===== src/rtl/seven_seg_scanner_pkg.sv =====
// Shared definitions for the seven-segment scanner: active-high segment patterns
// in {g,f,e,d,c,b,a} order.
package seven_seg_scanner_pkg;

  localparam logic [6:0] SEG_0    = 7'h3F;
  localparam logic [6:0] SEG_1    = 7'h06;
  localparam logic [6:0] SEG_2    = 7'h5B;
  localparam logic [6:0] SEG_3    = 7'h4F;
  localparam logic [6:0] SEG_4    = 7'h66;
  localparam logic [6:0] SEG_5    = 7'h6D;
  localparam logic [6:0] SEG_6    = 7'h7D;
  localparam logic [6:0] SEG_7    = 7'h07;
  localparam logic [6:0] SEG_8    = 7'h7F;
  localparam logic [6:0] SEG_9    = 7'h6F;
  localparam logic [6:0] SEG_DASH = 7'h40;
  localparam logic [6:0] SEG_OFF  = 7'h00;

endpackage


===== src/rtl/seven_seg_scanner_bcd_to_seg.sv =====
// Combinational BCD nybble to active-high segment pattern; non-decimal codes
// render as a dash so corrupt counter values are visible on the display.
module bcd_to_seg
  import seven_seg_scanner_pkg::*;
(
  input  logic [3:0] nyb,
  output logic [6:0] pat
);

  // Digit lookup with dash fallback
  always_comb begin
    pat = SEG_DASH;
    case (nyb)
      4'd0:    pat = SEG_0;
      4'd1:    pat = SEG_1;
      4'd2:    pat = SEG_2;
      4'd3:    pat = SEG_3;
      4'd4:    pat = SEG_4;
      4'd5:    pat = SEG_5;
      4'd6:    pat = SEG_6;
      4'd7:    pat = SEG_7;
      4'd8:    pat = SEG_8;
      4'd9:    pat = SEG_9;
      default: pat = SEG_DASH;
    endcase
  end

endmodule


===== src/rtl/seven_seg_scanner.sv =====
// Time-multiplexed seven-segment driver: scans one digit per dwell period from a
// per-frame snapshot of the digit bus, with anti-ghosting guard and zero blanking.
module seven_seg_scanner
  import seven_seg_scanner_pkg::*;
#(
  parameter int NUM_DIGITS     = 4,
  parameter int CLK_HZ         = 100_000_000,
  parameter int REFRESH_HZ     = 1000,
  parameter int GUARD          = 4,
  parameter int SEG_ACTIVE_LOW = 1,
  parameter int AN_ACTIVE_LOW  = 1
) (
  input  logic                      clk,
  input  logic                      rst,
  input  logic                      enable,
  input  logic [NUM_DIGITS*4-1:0]   digits_in,
  input  logic [NUM_DIGITS-1:0]     dp_mask,
  input  logic                      blank_lz,
  output logic [6:0]                seg,
  output logic                      dp,
  output logic [NUM_DIGITS-1:0]     an,
  output logic                      frame_start
);

  localparam int DIV = CLK_HZ / REFRESH_HZ;
  localparam int PW  = (DIV > 1) ? $clog2(DIV) : 1;
  localparam int IW  = (NUM_DIGITS > 1) ? $clog2(NUM_DIGITS) : 1;
  localparam int GW  = (GUARD > 0) ? $clog2(GUARD + 1) : 1;
  localparam logic SEG_INV = (SEG_ACTIVE_LOW != 0);
  localparam logic AN_INV  = (AN_ACTIVE_LOW != 0);
  localparam logic [6:0]            SEG_OFF_LVL = {7{SEG_INV}};
  localparam logic [NUM_DIGITS-1:0] AN_OFF_LVL  = {NUM_DIGITS{AN_INV}};

  if (DIV < GUARD + 2 || NUM_DIGITS < 1) begin : g_bad_params
    $error("seven_seg_scanner: need DIV >= GUARD+2 and NUM_DIGITS >= 1");
  end

  logic [PW-1:0]           prescaler_r;
  logic [IW-1:0]           idx_r;
  logic [GW-1:0]           guard_r;
  logic [NUM_DIGITS*4-1:0] shadow_dig_r;
  logic [NUM_DIGITS-1:0]   shadow_dp_r;
  logic                    frame_start_r;
  logic [6:0]              seg_r;
  logic                    dp_r;
  logic [NUM_DIGITS-1:0]   an_r;

  logic                    tick_s;
  logic [3:0]              cur_nyb_s;
  logic [6:0]              pat_s;
  logic [6:0]              seg_hi_s;
  logic [NUM_DIGITS-1:0]   blank_s;
  logic [NUM_DIGITS-1:0]   an_on_s;

  assign tick_s    = (prescaler_r == PW'(DIV - 1));
  assign cur_nyb_s = shadow_dig_r[{idx_r, 2'b00} +: 4];

  bcd_to_seg u_dec (
    .nyb (cur_nyb_s),
    .pat (pat_s)
  );

  // Scan state: prescaler, digit index, guard countdown and frame snapshot
  always_ff @(posedge clk or posedge rst) begin
    if (rst) begin
      prescaler_r   <= {PW{1'b0}};
      idx_r         <= IW'(NUM_DIGITS - 1);
      guard_r       <= {GW{1'b0}};
      shadow_dig_r  <= {(NUM_DIGITS*4){1'b0}};
      shadow_dp_r   <= {NUM_DIGITS{1'b0}};
      frame_start_r <= 1'b0;
    end else begin
      frame_start_r <= 1'b0;
      if (enable) begin
        if (tick_s) begin
          prescaler_r <= {PW{1'b0}};
          guard_r     <= GW'(GUARD);
          if (idx_r == IW'(NUM_DIGITS - 1)) begin
            idx_r         <= {IW{1'b0}};
            shadow_dig_r  <= digits_in;
            shadow_dp_r   <= dp_mask;
            frame_start_r <= 1'b1;
          end else begin
            idx_r <= idx_r + IW'(1);
          end
        end else begin
          prescaler_r <= prescaler_r + PW'(1);
          if (guard_r != {GW{1'b0}}) begin
            guard_r <= guard_r - GW'(1);
          end
        end
      end
    end
  end

  // Leading-zero mask: walk down from the MSD until a nonzero or dp-marked digit
  always_comb begin
    logic lead_v;
    lead_v  = 1'b1;
    blank_s = {NUM_DIGITS{1'b0}};
    for (int i = NUM_DIGITS - 1; i >= 0; i--) begin
      if (shadow_dig_r[i*4 +: 4] != 4'd0 || shadow_dp_r[i]) begin
        lead_v = 1'b0;
      end else begin
        lead_v = lead_v;
      end
      if (i != 0) begin
        blank_s[i] = lead_v & blank_lz;
      end else begin
        blank_s[i] = 1'b0;
      end
    end
  end

  // Anode select; the tick cycle is also dark so the segment change never overlaps a lit digit
  always_comb begin
    an_on_s = {NUM_DIGITS{1'b0}};
    for (int i = 0; i < NUM_DIGITS; i++) begin
      if (guard_r == {GW{1'b0}} && !tick_s && idx_r == IW'(i)) begin
        an_on_s[i] = 1'b1;
      end else begin
        an_on_s[i] = 1'b0;
      end
    end
  end

  assign seg_hi_s = blank_s[idx_r] ? SEG_OFF : pat_s;

  // Output registers; polarity is applied only here
  always_ff @(posedge clk or posedge rst) begin
    if (rst) begin
      seg_r <= SEG_OFF_LVL;
      dp_r  <= SEG_INV;
      an_r  <= AN_OFF_LVL;
    end else if (enable) begin
      seg_r <= seg_hi_s ^ SEG_OFF_LVL;
      dp_r  <= shadow_dp_r[idx_r] ^ SEG_INV;
      an_r  <= an_on_s ^ AN_OFF_LVL;
    end else begin
      seg_r <= SEG_OFF_LVL;
      dp_r  <= SEG_INV;
      an_r  <= AN_OFF_LVL;
    end
  end

  assign seg         = seg_r;
  assign dp          = dp_r;
  assign an          = an_r;
  assign frame_start = frame_start_r;

endmodule


===== config.mk =====
export PLATFORM = sky130hd
export DESIGN_NAME = seven_seg_scanner
export DESIGN_NICKNAME = d
export VERILOG_FILES = /design/src/rtl/seven_seg_scanner_pkg.sv /design/src/rtl/seven_seg_scanner_bcd_to_seg.sv /design/src/rtl/seven_seg_scanner.sv
export SDC_FILE = /design/constraint.sdc
export NUM_CORES = 1
export LEC_CHECK = 0
export CORE_MARGIN = 2
export CORE_UTILIZATION = 50
export DETAILED_ROUTE_END_ITERATION = 12
export PLACE_DENSITY_LB_ADDON = 0.25
export SYNTH_ARGS = -nofsm -noshare
export SYNTH_HDL_FRONTEND = slang
export SYNTH_SLANG_ARGS = --single-unit

===== constraint.sdc =====
create_clock -name clk -period 6.1 [get_ports clk]
set_input_delay 1.22 -clock clk [delete_from_list [all_inputs] [get_ports clk]]
set_output_delay 1.22 -clock clk [all_outputs]
set_load 0.005 [all_outputs]

# After elaboration in Yosys (flattened, before gate mapping)
# Memory sizes are Yosys's and may differ from the RTL's.
# Index checks and enable logic that the tools add are counted.
# classes
n_reduce_logical,19
magnitude_cmp,1
n_shift,1
n_mux,22
n_bitwise,6
eq_ne,4
n_addsub,3
# op_table
op,count
"17-bit by 1-bit adder with 17-bit output, second input constant",1
"17-bit == test, second input constant",1
17-bit two-way mux,1
16-bit by 5-bit variable part select with 4-bit output,1
7-bit two-way mux,2
1-bit two-way mux,13
4-bit nonzero test,3
7-bit NOT,1
3-bit two-way mux,2
1-bit logical AND,5
1-bit binary-select mux with 2-bit select,2
"2-bit == test, second input constant",2
4-bit two-way mux,1
4-bit NOT,1
2-bit AND reduction,2
1-bit bitwise AND,3
3-bit logical NOT,1
1-bit logical OR,3
"2-bit by 3-bit < comparator with 1-bit output, second input constant",1
3-bit AND reduction,1
3-bit nonzero test,1
"3-bit by 1-bit subtractor with 3-bit output, second input constant",1
"2-bit by 1-bit adder with 2-bit output, second input constant",1
"2-bit by 1-bit == test with 1-bit output, second input constant",1
other kinds (5),5
# totals
rom_bits,112
mem_count,1
in_bits,24
ff_bits,55
elab_cells,66
# memory_table
name,depth,width,read_ports,rd_ports_with_merged_regs,write_ports,line_no,source
(name not given),16,7,1,0,0,seven_seg_scanner_bcd_to_seg.sv:13,case (nyb)

# Longest topological paths before layout
# depth
ltp_word,11
depth_mapped,8
depth_no_buf,7

# Modules after synthesis
# A second synthesis with hierarchy kept.
# hier_totals
hier_cells,239
hier_area_um2,2905.3
# by_module_without_submodules
mod,area_each_um2,n_inst,seq_area_each_um2,cells_each
seven_seg_scanner,2672.6,1,1393.8,210
bcd_to_seg,232.7,1,0.0,29

# Worst setup path after synthesis
# OpenSTA, ideal clock, no wires.
# synth_timing
path_kind,input port to flip-flop
start,input port enable
end,register shadow_dig_r[10]
n_path_buf,2
path_stages,5
setup_ns,0.125
required_time_ns,5.975
t_arrival_ns,2.310
setup_slack_ns,3.665
path_cell_list,buf_6 nand4_1 nor3_2 buf_4 mux2_2
# synth_via
elab_chain_len,1
# synth_lines
element,line_no,source
"start, declared",seven_seg_scanner.sv:15,"input logic enable,"
3-bit AND reduction (no source line),-,
"end signal, assigned",seven_seg_scanner.sv:69,shadow_dig_r <= {(NUM_DIGITS*4){1'b0}};
"end signal, assigned",seven_seg_scanner.sv:80,shadow_dig_r <= digits_in;
"end, declared",seven_seg_scanner.sv:41,logic [NUM_DIGITS*4-1:0] shadow_dig_r;
# Every way passes these cells.
# A chain may end at the register's enable or synchronous reset.

# Final worst setup path
# layout_timing
start,input port enable
end,register shadow_dig_r[6]
# Same word-level chain as after synthesis.

==> out/results.tsv <==
metric	value	unit
layout_commonest_cell	dfrtp_1	
leakage	1.47	nW
drc	0	
syn_avg_cell_area	11.9	µm²
syn_inst	225	
outcome	finished clean	
first_global_vias	1735	
grt_use_met1	24.9	%
clk_latency	0.31	ns
dr.pass1.iters	4	
worstMarginPinSlew	0.677	ns
grt-ovfl-total	0	
final_nets	299	
n_antenna_cell	0	
rsz0062_at_grt	no	
grt_use_met2	26.6	%
ioPinCount	37	
final_cell_mix	dfrtp_1 (41), clkdlybuf4s50_1 (36), nand2_1 (20)	
path_max_fanout	21	
max_clock_freq	313	MHz
cts.sinks	55	
antenna_found_initial	0	
slew_violations	0	
synth_cell_types	43	
synth_seq_cells	55	
die_h	77.3	µm
period_minus_slack	3.20	ns
dieArea	5970	µm²
hold_depth	1	
drive_gt1_share	18.9	%
cts_hold_buf	0	
slowest_delay	0.85	ns
fp.dieW	77.3	µm
gr-usage-met3	4.24	%
path_class	input pin to register	
finalSetupTns	0	ns
setup_viol	0	
clock_tree.buffer_depth	2	
hp-class	register to register	
dp_hpwl	3250	µm
grt_max_degree	56	
yosysTopAreaCell	dfrtp_1	
initial_core_util	52.2	%
synth_fp_nets	261	
cts_buffers	5	
ir_worst_vdd	0.130	mV
routedWlPerCell	14.2	µm
drt-initial-drc-count	122	
ff2ff_path_depth	6	
async_flop_share	100	%
r2r-end	seg[3]	
core_area	5140	µm²
syn_to_final_growth	18.8	%
vias	1766	
drv_cap	0	
worst_ep_arrival_time	3.39	ns
synth_edf_count	0	
holdCritStartpoint	shadow_dig_r[1]	
yosys.area.top_type_share	38.2	%
ys_seq_area_share	51.9	%
grt_pass1_wl	8340	µm
critPathLaunchType	input pin	
required	6.29	ns
reg2reg_from	idx_r[0]	
grt_usage	17.6	%
min_period_over_period	52.4	%
cp_slowest_cell	clkdlybuf4s50_1	
hold_end	shadow_dig_r[1]	
finClkSkew	0.00821	ns
ys.flop_type	dfrtp_1	
rows	26	
finish.utilization	62.0	%
r2r_slack	4.03	ns
cts-resized-gates	0	
htreeDepth	2	
syn_area	2680	µm²
yosys_warnings	0	
vias_per_cell	5.29	
clk_pin_slew	0.09	ns
synthTopCellsByArea	dfrtp_1 (38%), dfstp_2 (14%), mux2_2 (7.6%)	
finalHoldViolations	0	
slew_headroom	54.9	%
path_cells	clkdlybuf4s50_1, nand4_1, nor3_2, buf_4, mux2_2	
critPathCaptureType	register	
antenna_left	0	
drt_wl_total	4740	µm
powerDensity	247	nW/µm²
root_buffer	clkbuf_8	
portBuffers	36	
cts_setup_buffers	0	
gp_congestion	0.839	
cts_tree	built	
busiest_layer	met2	
power by group:
part           leakage (nW)  switching [mW]  internal, mW  total, mW
clock network        0.0515           0.113         0.104      0.217
logic                 0.712          0.0622        0.0671      0.129
registers             0.704          0.0369         0.404      0.441
total                  1.47           0.212         0.575      0.787
critical path: cells and delay by family:
family,cells,cell delay [ns]
buffers and inverters,2,1.15
and+or+nand+nor,2,0.64
muxes,1,0.37
metrics by stage:
step	area [µm²]	power, mW	hold slack [ns]	setup WS [ns]	cells
finish	3190	0.787	0.517	2.90	334
global route	3190	0.836	0.544	2.73	334
CTS	3190	0.794	0.522	2.91	334
detailed placement	3090	0.577	0.501	2.60	326
global placement	3090	0.572	0.487	2.63	326
floorplan	2680	0.529	0.468	3.56	225
registers in the layout (all words and copies together) (netlist names):
register,count
prescaler_r,17
shadow_dig_r,16
seg,7
frame_start,1
guard_r,3
dp,1
shadow_dp_r,4
an,4
idx_r,2
kinds of logic (layout without fill, tap and decap cells):
kind of cell | Yosys count | in the layout | synth area share [%]
buffers and inverters | 20 | 59 | 3.96
muxes | 27 | 27 | 13.6
adders and majority gates | 12 | 12 | 5.59
xor gates and xnor gates | 14 | 14 | 4.57
and+or+nand+nor | 74 | 74 | 14.8
AOI/OAI and AO/OA | 23 | 23 | 5.50
DFF | 55 | 55 | 51.9
cells in the mapped netlist (2+ instances only):
library cell,number
nand2_1,20
mux4_2,3
nor4bb_1,2
inv_1,13
ha_1,12
xor2_1,8
nor3_2,2
nand3_1,8
nand2b_1,2
a21oi_1,5
o21ai_1,3
and4_1,2
dfstp_2,14
nor3_1,3
mux2_1,2
nand4_1,11
mux2_2,18
mux4_1,2
buf_6,3
xnor2_1,6
dfrtp_1,41
o21ai_0,8
mux2i_1,2
buf_4,2
nor2_1,15
layout make-up:
| type | instances | area [µm²] |
|---|---|---|
| clock buffers | 8 | 100 |
| fillers | 448 | 1950 |
| inverters | 13 | 48.8 |
| multi-input cells | 150 | 1180 |
| flip-flops and latches | 55 | 1390 |
| well taps | 70 | 87.6 |
| repair buffers | 38 | 375 |
how the worst max path moves through the flow:
stage	startpoint	endpoint	slack [ns]	depth (start not counted)
after floorplan	rst	frame_start	3.56	1
after global placement	enable	shadow_dig_r[12]	2.63	5
after detailed placement	enable	shadow_dig_r[6]	2.60	5
after CTS	enable	shadow_dig_r[6]	2.91	5
after global routing	enable	shadow_dig_r[0]	2.73	5
final	enable	shadow_dig_r[6]	2.90	5
per-layer routing:
layer	vias to the layer above	wire length (µm)	share of wire, %
li1	865	-	-
met1	856	2310	49
met2	41	2190	46
met3	4	197	4.2
met4	0	46	0.97
met5	-	0	0
Power figures use the tool's default switching activity.
